$ cat config.mk
export PLATFORM = sky130hd
export DESIGN_NAME = mmio_io_hub_flat
export DESIGN_NICKNAME = d
export VERILOG_FILES = /design/src/rtl/mmio_io_pkg.sv /design/src/rtl/mmio_io_hub_if.sv /design/src/rtl/sync_fifo.sv /design/src/rtl/mmio_io_hub.sv /design/src/flat_wrapper.sv
export SDC_FILE = /design/constraint.sdc
export NUM_CORES = 1
export LEC_CHECK = 0
export ABC_CLOCK_PERIOD_IN_PS = 6570
export CORE_UTILIZATION = 54
export CTS_BUF_LIST = sky130_fd_sc_hd__clkbuf_4 sky130_fd_sc_hd__clkbuf_8
export DETAILED_ROUTE_END_ITERATION = 6
export DONT_BUFFER_PORTS = 1
export HOLD_SLACK_MARGIN = 0.02
export PLACE_DENSITY = 0.69
export RECOVER_POWER = 25
export SKIP_CTS_REPAIR_TIMING = 1
export SYNTH_ARGS = -nofsm -noshare
export SYNTH_HDL_FRONTEND = slang
export SYNTH_SLANG_ARGS = --single-unit
$ cat constraint.sdc
create_clock -name CLK -period 6.57 [get_ports CLK]
set_input_delay 0.3285 -clock CLK [delete_from_list [all_inputs] [get_ports CLK]]
set_output_delay 0.3285 -clock CLK [all_outputs]
set_load 0.05 [all_outputs]
$ cat src/rtl/mmio_io_pkg.sv
// mmio_io_pkg: shared constants for the Otter MMIO hub.
//   - Slot indices. Slot 0 is the switch port, slots 1..N_OUT are the output
//     registers, and the keyboard/VGA slots follow the output block, so they
//     are computed from N_OUT.
//   - KBD_STAT bit positions for read and write.
package mmio_io_pkg;

  localparam int SLOT_SW   = 0;
  localparam int SLOT_OUT0 = 1;

  function automatic int slot_kbd_data(input int n_out);
    return n_out + 1;
  endfunction

  function automatic int slot_kbd_stat(input int n_out);
    return n_out + 2;
  endfunction

  function automatic int slot_vga_addr(input int n_out);
    return n_out + 3;
  endfunction

  function automatic int slot_vga_color(input int n_out);
    return n_out + 4;
  endfunction

  function automatic int slot_vga_read(input int n_out);
    return n_out + 5;
  endfunction

  // Total number of decoded slots.
  function automatic int num_slots(input int n_out);
    return n_out + 6;
  endfunction

  // KBD_STAT read layout
  localparam int STAT_NONEMPTY_BIT = 0;
  localparam int STAT_OVF_BIT      = 1;
  localparam int STAT_IE_BIT       = 2;
  localparam int STAT_COUNT_LSB    = 8;

  // KBD_STAT write layout
  localparam int STAT_WR_OVF_CLR_BIT = 0;
  localparam int STAT_WR_IE_BIT      = 1;

endpackage

$ cat src/rtl/mmio_io_hub_if.sv
// mmio_io_hub_if: Otter IOBUS bundle.
//   IOBUS_ADDR  bus address        (CPU -> hub)
//   IOBUS_OUT   CPU write data     (CPU -> hub)
//   IOBUS_WR    store strobe       (CPU -> hub)
//   IOBUS_RD    load strobe        (CPU -> hub)
//   IOBUS_IN    read data          (hub -> CPU, combinational)
interface mmio_io_hub_if;
  logic [31:0] IOBUS_ADDR;
  logic [31:0] IOBUS_OUT;
  logic        IOBUS_WR;
  logic        IOBUS_RD;
  logic [31:0] IOBUS_IN;

  modport master (
    output IOBUS_ADDR, IOBUS_OUT, IOBUS_WR, IOBUS_RD,
    input  IOBUS_IN
  );

  modport slave (
    input  IOBUS_ADDR, IOBUS_OUT, IOBUS_WR, IOBUS_RD,
    output IOBUS_IN
  );
endinterface

$ cat src/rtl/sync_fifo.sv
// sync_fifo: single-clock FIFO with a sticky overflow flag.
//   CLK, RST          clock, asynchronous active-high reset
//   i_push, i_data    push strobe and data
//   i_pop             pop strobe (ignored while empty)
//   i_ovf_clr         clears the overflow flag
//   o_head            oldest entry (combinational read)
//   o_empty           FIFO holds no entries
//   o_nonempty_next   FIFO will be non-empty after this edge
//   o_count           number of entries, 0..DEPTH
//   o_ovf             a push was dropped because the FIFO was full
module sync_fifo #(
  parameter int WIDTH = 8,
  parameter int DEPTH = 8
) (
  input  logic                     CLK,
  input  logic                     RST,
  input  logic                     i_push,
  input  logic [WIDTH-1:0]         i_data,
  input  logic                     i_pop,
  input  logic                     i_ovf_clr,
  output logic [WIDTH-1:0]         o_head,
  output logic                     o_empty,
  output logic                     o_nonempty_next,
  output logic [$clog2(DEPTH):0]   o_count,
  output logic                     o_ovf
);
  localparam int PW = $clog2(DEPTH);
  localparam int CW = PW + 1;

  logic [WIDTH-1:0] r_mem [DEPTH];
  logic [PW-1:0]    r_wr_ptr;
  logic [PW-1:0]    r_rd_ptr;
  logic [CW-1:0]    r_count;
  logic [CW-1:0]    w_count_next;
  logic             r_ovf;
  logic             w_full;
  logic             w_pop;
  logic             w_push;
  logic             w_drop;

  assign o_empty = (r_count == '0);
  assign w_full  = (r_count == CW'(DEPTH));
  assign w_pop   = i_pop & ~o_empty;
  // A simultaneous pop frees a slot, so a push into a full FIFO still lands.
  assign w_push  = i_push & (~w_full | w_pop);
  assign w_drop  = i_push & w_full & ~w_pop;

  always_comb begin
    w_count_next = r_count;
    if (w_push && !w_pop) begin
      w_count_next = r_count + CW'(1);
    end else if (w_pop && !w_push) begin
      w_count_next = r_count - CW'(1);
    end
  end

  // Storage has no reset so it maps onto plain RAM; pointers define validity.
  always_ff @(posedge CLK) begin
    if (w_push) begin
      r_mem[r_wr_ptr] <= i_data;
    end
  end

  // DEPTH is a power of two, so pointer wrap is natural binary rollover.
  always_ff @(posedge CLK or posedge RST) begin
    if (RST) begin
      r_wr_ptr <= '0;
      r_rd_ptr <= '0;
      r_count  <= '0;
      r_ovf    <= 1'b0;
    end else begin
      if (w_push) r_wr_ptr <= r_wr_ptr + PW'(1);
      if (w_pop)  r_rd_ptr <= r_rd_ptr + PW'(1);
      r_count <= w_count_next;
      // A fresh drop in the same cycle as a clear leaves the flag set.
      if (w_drop) begin
        r_ovf <= 1'b1;
      end else if (i_ovf_clr) begin
        r_ovf <= 1'b0;
      end
    end
  end

  assign o_head          = r_mem[r_rd_ptr];
  assign o_nonempty_next = (w_count_next != '0);
  assign o_count         = r_count;
  assign o_ovf           = r_ovf;
endmodule

$ cat src/rtl/mmio_io_hub.sv
// mmio_io_hub: memory-mapped I/O hub on the Otter IOBUS.
//   CLK, RST     50 MHz CPU clock, asynchronous active-high reset
//   bus          IOBUS slave (address, write data, strobes, read data)
//   SWITCHES     board switch input, read at slot 0
//   OUT_PORTS    N_OUT output registers, port k at [k*OUT_W +: OUT_W]
//   KBD_VALID    one-cycle strobe qualifying KBD_CODE
//   KBD_CODE     keyboard scancode, buffered in a FIFO
//   INTR         registered ie & FIFO non-empty
//   VGA_WA/WD    framebuffer write address/data, held until rewritten
//   VGA_WE       one-cycle pulse after each VGA_COLOR write
//   VGA_RD       framebuffer read data, read at VGA_READ
module mmio_io_hub
  import mmio_io_pkg::*;
#(
  parameter logic [31:0] BASE_AD    = 32'h1100_0000,
  parameter logic [31:0] STRIDE     = 32'h20,
  parameter int          N_OUT      = 4,
  parameter int          OUT_W      = 16,
  parameter int          IN_W       = 16,
  parameter int          FIFO_DEPTH = 8,
  parameter int          VGA_AW     = 13
) (
  input  logic                   CLK,
  input  logic                   RST,
  mmio_io_hub_if.slave           bus,
  input  logic [IN_W-1:0]        SWITCHES,
  output logic [N_OUT*OUT_W-1:0] OUT_PORTS,
  input  logic                   KBD_VALID,
  input  logic [7:0]             KBD_CODE,
  output logic                   INTR,
  output logic [VGA_AW-1:0]      VGA_WA,
  output logic [7:0]             VGA_WD,
  output logic                   VGA_WE,
  input  logic [7:0]             VGA_RD
);
  localparam int NSLOT   = num_slots(N_OUT);
  localparam int S_KDATA = slot_kbd_data(N_OUT);
  localparam int S_KSTAT = slot_kbd_stat(N_OUT);
  localparam int S_VADDR = slot_vga_addr(N_OUT);
  localparam int S_VCOL  = slot_vga_color(N_OUT);
  localparam int S_VREAD = slot_vga_read(N_OUT);
  localparam int CW      = $clog2(FIFO_DEPTH) + 1;

  logic [NSLOT-1:0]       w_hit;
  logic [N_OUT*OUT_W-1:0] w_out_flat;
  logic [31:0]            w_out_rd [N_OUT+1];
  logic [31:0]            w_rdata;
  logic                   w_kbd_pop;
  logic                   w_ovf_clr;
  logic                   w_stat_wr;
  logic                   w_ie_next;
  logic [7:0]             w_head;
  logic                   w_empty;
  logic                   w_nonempty_next;
  logic [CW-1:0]          w_count;
  logic                   w_ovf;
  logic                   r_ie;
  logic                   r_intr;
  logic [VGA_AW-1:0]      r_vga_wa;
  logic [7:0]             r_vga_wd;
  logic                   r_vga_we;
  logic                   w_unused;

  // Exact-match decode: one comparator per slot, everything else misses.
  for (genvar gi = 0; gi < NSLOT; gi++) begin : g_dec
    assign w_hit[gi] = (bus.IOBUS_ADDR == BASE_AD + STRIDE * 32'(gi));
  end

  // Output registers, plus an OR chain building their readback word.
  assign w_out_rd[0] = '0;
  for (genvar gi = 0; gi < N_OUT; gi++) begin : g_out
    logic [OUT_W-1:0] r_out;
    always_ff @(posedge CLK or posedge RST) begin
      if (RST) begin
        r_out <= '0;
      end else if (bus.IOBUS_WR && w_hit[SLOT_OUT0+gi]) begin
        r_out <= bus.IOBUS_OUT[OUT_W-1:0];
      end
    end
    assign w_out_flat[gi*OUT_W +: OUT_W] = r_out;
    assign w_out_rd[gi+1] = w_out_rd[gi] | (w_hit[SLOT_OUT0+gi] ? 32'(r_out) : 32'd0);
  end
  assign OUT_PORTS = w_out_flat;

  // Keyboard FIFO. Writes to KBD_DATA are ignored; only loads pop.
  assign w_kbd_pop = bus.IOBUS_RD & w_hit[S_KDATA];
  assign w_stat_wr = bus.IOBUS_WR & w_hit[S_KSTAT];
  assign w_ovf_clr = w_stat_wr & bus.IOBUS_OUT[STAT_WR_OVF_CLR_BIT];
  assign w_ie_next = w_stat_wr ? bus.IOBUS_OUT[STAT_WR_IE_BIT] : r_ie;

  sync_fifo #(
    .WIDTH (8),
    .DEPTH (FIFO_DEPTH)
  ) u_kbd_fifo (
    .CLK             (CLK),
    .RST             (RST),
    .i_push          (KBD_VALID),
    .i_data          (KBD_CODE),
    .i_pop           (w_kbd_pop),
    .i_ovf_clr       (w_ovf_clr),
    .o_head          (w_head),
    .o_empty         (w_empty),
    .o_nonempty_next (w_nonempty_next),
    .o_count         (w_count),
    .o_ovf           (w_ovf)
  );

  // INTR is computed from next-state values so it is a true flop output that
  // tracks ie & nonempty with no extra cycle of lag.
  always_ff @(posedge CLK or posedge RST) begin
    if (RST) begin
      r_ie     <= 1'b0;
      r_intr   <= 1'b0;
      r_vga_wa <= '0;
      r_vga_wd <= '0;
      r_vga_we <= 1'b0;
    end else begin
      r_ie     <= w_ie_next;
      r_intr   <= w_ie_next & w_nonempty_next;
      r_vga_we <= bus.IOBUS_WR & w_hit[S_VCOL];
      if (bus.IOBUS_WR && w_hit[S_VADDR]) r_vga_wa <= bus.IOBUS_OUT[VGA_AW-1:0];
      if (bus.IOBUS_WR && w_hit[S_VCOL])  r_vga_wd <= bus.IOBUS_OUT[7:0];
    end
  end

  // Read mux; write-only slots and unmapped addresses read 0.
  always_comb begin
    w_rdata = w_out_rd[N_OUT];
    if (w_hit[SLOT_SW]) w_rdata = 32'(SWITCHES);
    if (w_hit[S_KDATA] && !w_empty) w_rdata = {23'b0, 1'b1, w_head};
    if (w_hit[S_KSTAT]) begin
      w_rdata = '0;
      w_rdata[STAT_COUNT_LSB +: 8]  = 8'(w_count);
      w_rdata[STAT_IE_BIT]          = r_ie;
      w_rdata[STAT_OVF_BIT]         = w_ovf;
      w_rdata[STAT_NONEMPTY_BIT]    = ~w_empty;
    end
    if (w_hit[S_VREAD]) w_rdata = {24'b0, VGA_RD};
  end

  assign bus.IOBUS_IN = w_rdata;
  assign INTR         = r_intr;
  assign VGA_WA       = r_vga_wa;
  assign VGA_WD       = r_vga_wd;
  assign VGA_WE       = r_vga_we;

  // Upper write-data bits are don't-care for every slot.
  assign w_unused = ^bus.IOBUS_OUT;
endmodule

$ cat src/flat_wrapper.sv
// flat-port wrapper written by rule: the top's interface ports become plain ports
module mmio_io_hub_flat import mmio_io_pkg::*;
#(
  parameter logic [31:0] BASE_AD    = 32'h1100_0000,
  parameter logic [31:0] STRIDE     = 32'h20,
  parameter int          N_OUT      = 4,
  parameter int          OUT_W      = 16,
  parameter int          IN_W       = 16,
  parameter int          FIFO_DEPTH = 8,
  parameter int          VGA_AW     = 13
)
  (CLK, RST, SWITCHES, OUT_PORTS, KBD_VALID, KBD_CODE, INTR, VGA_WA, VGA_WD, VGA_WE, VGA_RD, bus_IOBUS_ADDR, bus_IOBUS_OUT, bus_IOBUS_WR, bus_IOBUS_RD, bus_IOBUS_IN);
  mmio_io_hub_if bus_i ();
  input  logic CLK;
  input  logic RST;
  input  logic [IN_W-1:0] SWITCHES;
  output logic [N_OUT*OUT_W-1:0] OUT_PORTS;
  input  logic KBD_VALID;
  input  logic [7:0] KBD_CODE;
  output logic INTR;
  output logic [VGA_AW-1:0] VGA_WA;
  output logic [7:0] VGA_WD;
  output logic VGA_WE;
  input  logic [7:0] VGA_RD;
  input wire logic [$bits(bus_i.IOBUS_ADDR)-1:0] bus_IOBUS_ADDR;
  input wire logic [$bits(bus_i.IOBUS_OUT)-1:0] bus_IOBUS_OUT;
  input wire logic [$bits(bus_i.IOBUS_WR)-1:0] bus_IOBUS_WR;
  input wire logic [$bits(bus_i.IOBUS_RD)-1:0] bus_IOBUS_RD;
  output wire logic [$bits(bus_i.IOBUS_IN)-1:0] bus_IOBUS_IN;
  assign bus_i.IOBUS_ADDR = bus_IOBUS_ADDR;
  assign bus_i.IOBUS_OUT = bus_IOBUS_OUT;
  assign bus_i.IOBUS_WR = bus_IOBUS_WR;
  assign bus_i.IOBUS_RD = bus_IOBUS_RD;
  assign bus_IOBUS_IN = bus_i.IOBUS_IN;
  mmio_io_hub #(.BASE_AD(BASE_AD), .STRIDE(STRIDE), .N_OUT(N_OUT), .OUT_W(OUT_W), .IN_W(IN_W), .FIFO_DEPTH(FIFO_DEPTH), .VGA_AW(VGA_AW)) u_core (.CLK(CLK), .RST(RST), .bus(bus_i), .SWITCHES(SWITCHES), .OUT_PORTS(OUT_PORTS), .KBD_VALID(KBD_VALID), .KBD_CODE(KBD_CODE), .INTR(INTR), .VGA_WA(VGA_WA), .VGA_WD(VGA_WD), .VGA_WE(VGA_WE), .VGA_RD(VGA_RD));
endmodule
==> flow_metrics.env <==
export IMPL_clock_fmax_ghz=0.2931
export IMPL_synthesis_instances=507
export IMPL_cellPowerDensity_nw_per_um2=261.2
export IMPL_place_congestion=0.8779
export IMPL_synth_compound_gate_area_share_pct=7.578
export IMPL_setup_total_negative_slack_ps=0
export IMPL_slew_limit_fails=47
export IMPL_critical_path_startpoint_type="flop"
export IMPL_core_area_sq_um=13350
export IMPL_gr_usage_all_layers_pct=26.58
export IMPL_clock_insertion_delay_worst_skew_ps=460
export IMPL_yosys_cell_types_count=60
export IMPL_core_rowCount=42
export IMPL_detail_route_wl_per_cell_microns=25.65
export IMPL_grt_max_degree=55
export IMPL_irDropWorstVdd_uv=139.4
export IMPL_instances_no_fill=723
export IMPL_grt_busiest_layer="met2"
export IMPL_preCtsSetupSlack_ps=3184
export IMPL_die_width_microns=119.6
export IMPL_numPlacedInstances=665
export IMPL_post_synth_fa_ha_maj_area_fraction_pct=0.6706
export IMPL_area_grow_syn2layout_pct=10.46
export IMPL_grt_use_met3_pct=9.601
export IMPL_period_needed_ps=3412
export IMPL_finalWorstSetupSlack_ps=3158
export IMPL_timing_final_crit_share_pct=51.93
export IMPL_layout_cells_most_common="sky130_fd_sc_hd__dfrtp_1"
export IMPL_final_hold_violation_count=0
export IMPL_io_pins=220
export IMPL_worst_setup_path_end_kind="output port"
export IMPL_drtPass1Iterations=5
export IMPL_setup_reg_to_reg_worst_slack_ps=3390
export IMPL_ys_ff_latch=163
export IMPL_grt_overflow_total=0
export IMPL_synth_top_family_by_area="multiplexers"
export IMPL_routed_via_count=4797
export IMPL_p_leak_nw=3.434
export IMPL_tritoncts_num_buffers=17
export IMPL_synth_seq_area_share_pct=58.94
export IMPL_initial_core_util_pct=55.91
export IMPL_via_per_inst=6.635
export IMPL_outcome="complete, but fails checks"
export IMPL_first_global_vias=4883
export IMPL_path_clk_slew_ps=90
export IMPL_cp_endpoint="bus_IOBUS_IN[1]"
export IMPL_mappedNetlistArea_sq_um=7463
export IMPL_violations="capacitance limit, slew limit"
export IMPL_tritoncts_num_sinks=163
export IMPL_hold_path_class="primary input to flop"
export IMPL_layout_common_cells="sky130_fd_sc_hd__dfrtp_1 (99), sky130_fd_sc_hd__mux2_2 (75), sky130_fd_sc_hd__edfxtp_1 (64)"
export IMPL_yosys_mux_area_fraction_pct=19.93
export IMPL_globalRouteMet2Util_pct=40.90
export IMPL_clock_tree_from_tritoncts="yes"
export IMPL_timing_clock_skew_ps=11.69
export IMPL_synth_largest_area_cell="sky130_fd_sc_hd__dfrtp_1"
export IMPL_first_iter_violations=403
export IMPL_routed_wl_microns=18550
export IMPL_synth_xor_area_share_pct=0.7041
export IMPL_synth_enable_flop_cells=64
export IMPL_rr_endpoint="u_core.u_kbd_fifo.r_mem[3][6]"
export IMPL_yosys_warnings=0
export IMPL_root_buffer="sky130_fd_sc_hd__clkbuf_8"
export IMPL_post_route_drc_count=0
export IMPL_antenna_violating_nets_post_route=0
export IMPL_dieArea_sq_um=14300
export IMPL_slew_at_the_pin_closest_to_its_max_slew_limit_ps=2018
export IMPL_crit_required_ps=6240
export IMPL_clock_tree_htree_level_count=4
export IMPL_synth_area_per_cell_sq_um=14.72
export IMPL_reg2reg_depth=8
export IMPL_synth_flop_cell="sky130_fd_sc_hd__dfrtp_1"
export IMPL_setup_viol_count_final=0
export IMPL_yosys_area_share_simple_pct=8.533
export IMPL_port_buffers=0
export IMPL_final_layout_size_suffix_gt1_share_pct=28.39
export IMPL_critical_path_peak_fanout=18
export IMPL_die_height_microns=119.6
export IMPL_whs_ps=31.67
export IMPL_cp_data_arrival_time_ps=3080
export IMPL_first_pass_grt_wire_length_microns=27830
export IMPL_timing_setup_critical_path_class="flop to output port"
export IMPL_grtUsageMet1_pct=34.50
export IMPL_cap_viol_max_count=1
export IMPL_max_slew_margin_rel_pct=-35.30
export IMPL_critical_path_startpoint="u_core.u_kbd_fifo.r_rd_ptr[0]"
export IMPL_clk_path_buf_depth=2
export IMPL_yosysTopAreaCellShare_pct=33.19
export IMPL_rsz0062_at_grt="false"
export IMPL_nets=638
export IMPL_grt_antenna_before_repair=1
export IMPL_proportion_of_synthesized_flip_flops_having_asynchronous_set_or_reset_pct=60.74
export IMPL_post_dp_hpwl_microns=12690
export IMPL_rr_startpoint="u_core.u_kbd_fifo.o_count[0]"
export IMPL_power_mw=2.153
export IMPL_synth_area_leaders="sky130_fd_sc_hd__dfrtp_1 (33%), sky130_fd_sc_hd__edfxtp_1 (26%), sky130_fd_sc_hd__mux2_2 (11%)"
==> area by class of cell <==
class | instances | area [sq um]
tap | 176 | 220.2
clock buffer | 17 | 234.0
sequential | 163 | 4399
fill | 1032 | 5104
clock inverter | 15 | 156.4
inverter | 6 | 23.77
multi-input combinational | 309 | 2875
antenna | 1 | 2.502
timing repair buffer | 36 | 332.8
==> how the worst min path moves through the flow <==
stage	to	depth (start not counted)	from
after floorplan	u_core.u_kbd_fifo.r_mem[0][0]	0	KBD_CODE[0]
after global placement	u_core.VGA_WA[9]	1	RST
after detailed placement	u_core.VGA_WA[9]	1	RST
after CTS	u_core.VGA_WA[9]	1	RST
after global routing	u_core.u_kbd_fifo.o_ovf	1	KBD_VALID
final	u_core.u_kbd_fifo.o_ovf	1	KBD_VALID
==> cell usage after synthesis, types with 3 or more instances <==
library cell / number
sky130_fd_sc_hd__buf_4: 17
sky130_fd_sc_hd__mux2i_1: 8
sky130_fd_sc_hd__mux2_1: 18
sky130_fd_sc_hd__nand4_1: 3
sky130_fd_sc_hd__nand3_1: 5
sky130_fd_sc_hd__mux4_2: 16
sky130_fd_sc_hd__buf_2: 7
sky130_fd_sc_hd__a222oi_1: 9
sky130_fd_sc_hd__nor3b_1: 4
sky130_fd_sc_hd__nand2_1: 22
sky130_fd_sc_hd__nor4_2: 5
sky130_fd_sc_hd__xor2_1: 3
sky130_fd_sc_hd__clkbuf_1: 18
sky130_fd_sc_hd__nor4_4: 4
sky130_fd_sc_hd__nor3_1: 7
sky130_fd_sc_hd__edfxtp_1: 64
sky130_fd_sc_hd__or4_1: 3
sky130_fd_sc_hd__nor4_1: 3
sky130_fd_sc_hd__a21oi_1: 17
sky130_fd_sc_hd__xnor2_1: 3
sky130_fd_sc_hd__inv_1: 6
sky130_fd_sc_hd__dfrtp_1: 99
sky130_fd_sc_hd__o21ai_0: 9
sky130_fd_sc_hd__a22oi_1: 7
sky130_fd_sc_hd__nor2_1: 10
sky130_fd_sc_hd__a22o_1: 9
sky130_fd_sc_hd__a221oi_1: 7
sky130_fd_sc_hd__and3_1: 5
sky130_fd_sc_hd__mux2_2: 75
sky130_fd_sc_hd__a32oi_1: 3
sky130_fd_sc_hd__ha_1: 4
sky130_fd_sc_hd__and4_1: 5
==> kinds of logic after synthesis <==
kind of cell	Yosys count
flip-flops	163
AO/OA/AOI/OAI	76
buffers and inverters	50
multiplexers	117
XOR/XNOR	6
AND/OR/NAND/NOR	90
adder cells (fa/ha/maj)	4
other	1
==> power by group <==
part	internal (mW)	total (mW)	switching, mW	leakage, nW
clock network	0.339	0.718	0.379	0.184
registers	1.14	1.20	0.0537	1.95
logic	0.0890	0.237	0.148	1.30
total	1.57	2.15	0.581	3.43
==> critical path: stages (launching register included) <==
cell and delay [ps]:
sky130_fd_sc_hd__dfrtp_1 1110, sky130_fd_sc_hd__mux4_2 600, sky130_fd_sc_hd__mux2_2 290, sky130_fd_sc_hd__a21oi_1 240
sky130_fd_sc_hd__a21oi_1 360
==> flip-flops by register name, summed over array words and instances (netlist names) <==
register	cells
u_core.VGA_WE	1
u_core.u_kbd_fifo.r_wr_ptr	3
u_core.VGA_WD	8
u_core.u_kbd_fifo.r_rd_ptr	3
u_core.u_kbd_fifo.o_ovf	1
u_core.INTR	1
u_core.u_kbd_fifo.r_mem	64
u_core.r_ie	1
u_core.u_kbd_fifo.o_count	4
u_core.VGA_WA	13
u_core.g_out.r_out	64
==> stage by stage <==
stage	area (sq um)	util [%]
floorplan	7520	-
global placement	7602	56.96
detailed placement	7602	56.96
CTS	7993	59.88
global route	8244	61.76
finish	8244	61.76
==> routing by layer <==
metal	wire, microns	part of all wire, %
met1	7321	39
met2	8778	47
met4	535	2.9
met5	0	0
met3	1912	10
No activity file was read; power rests on OpenSTA's default activity.
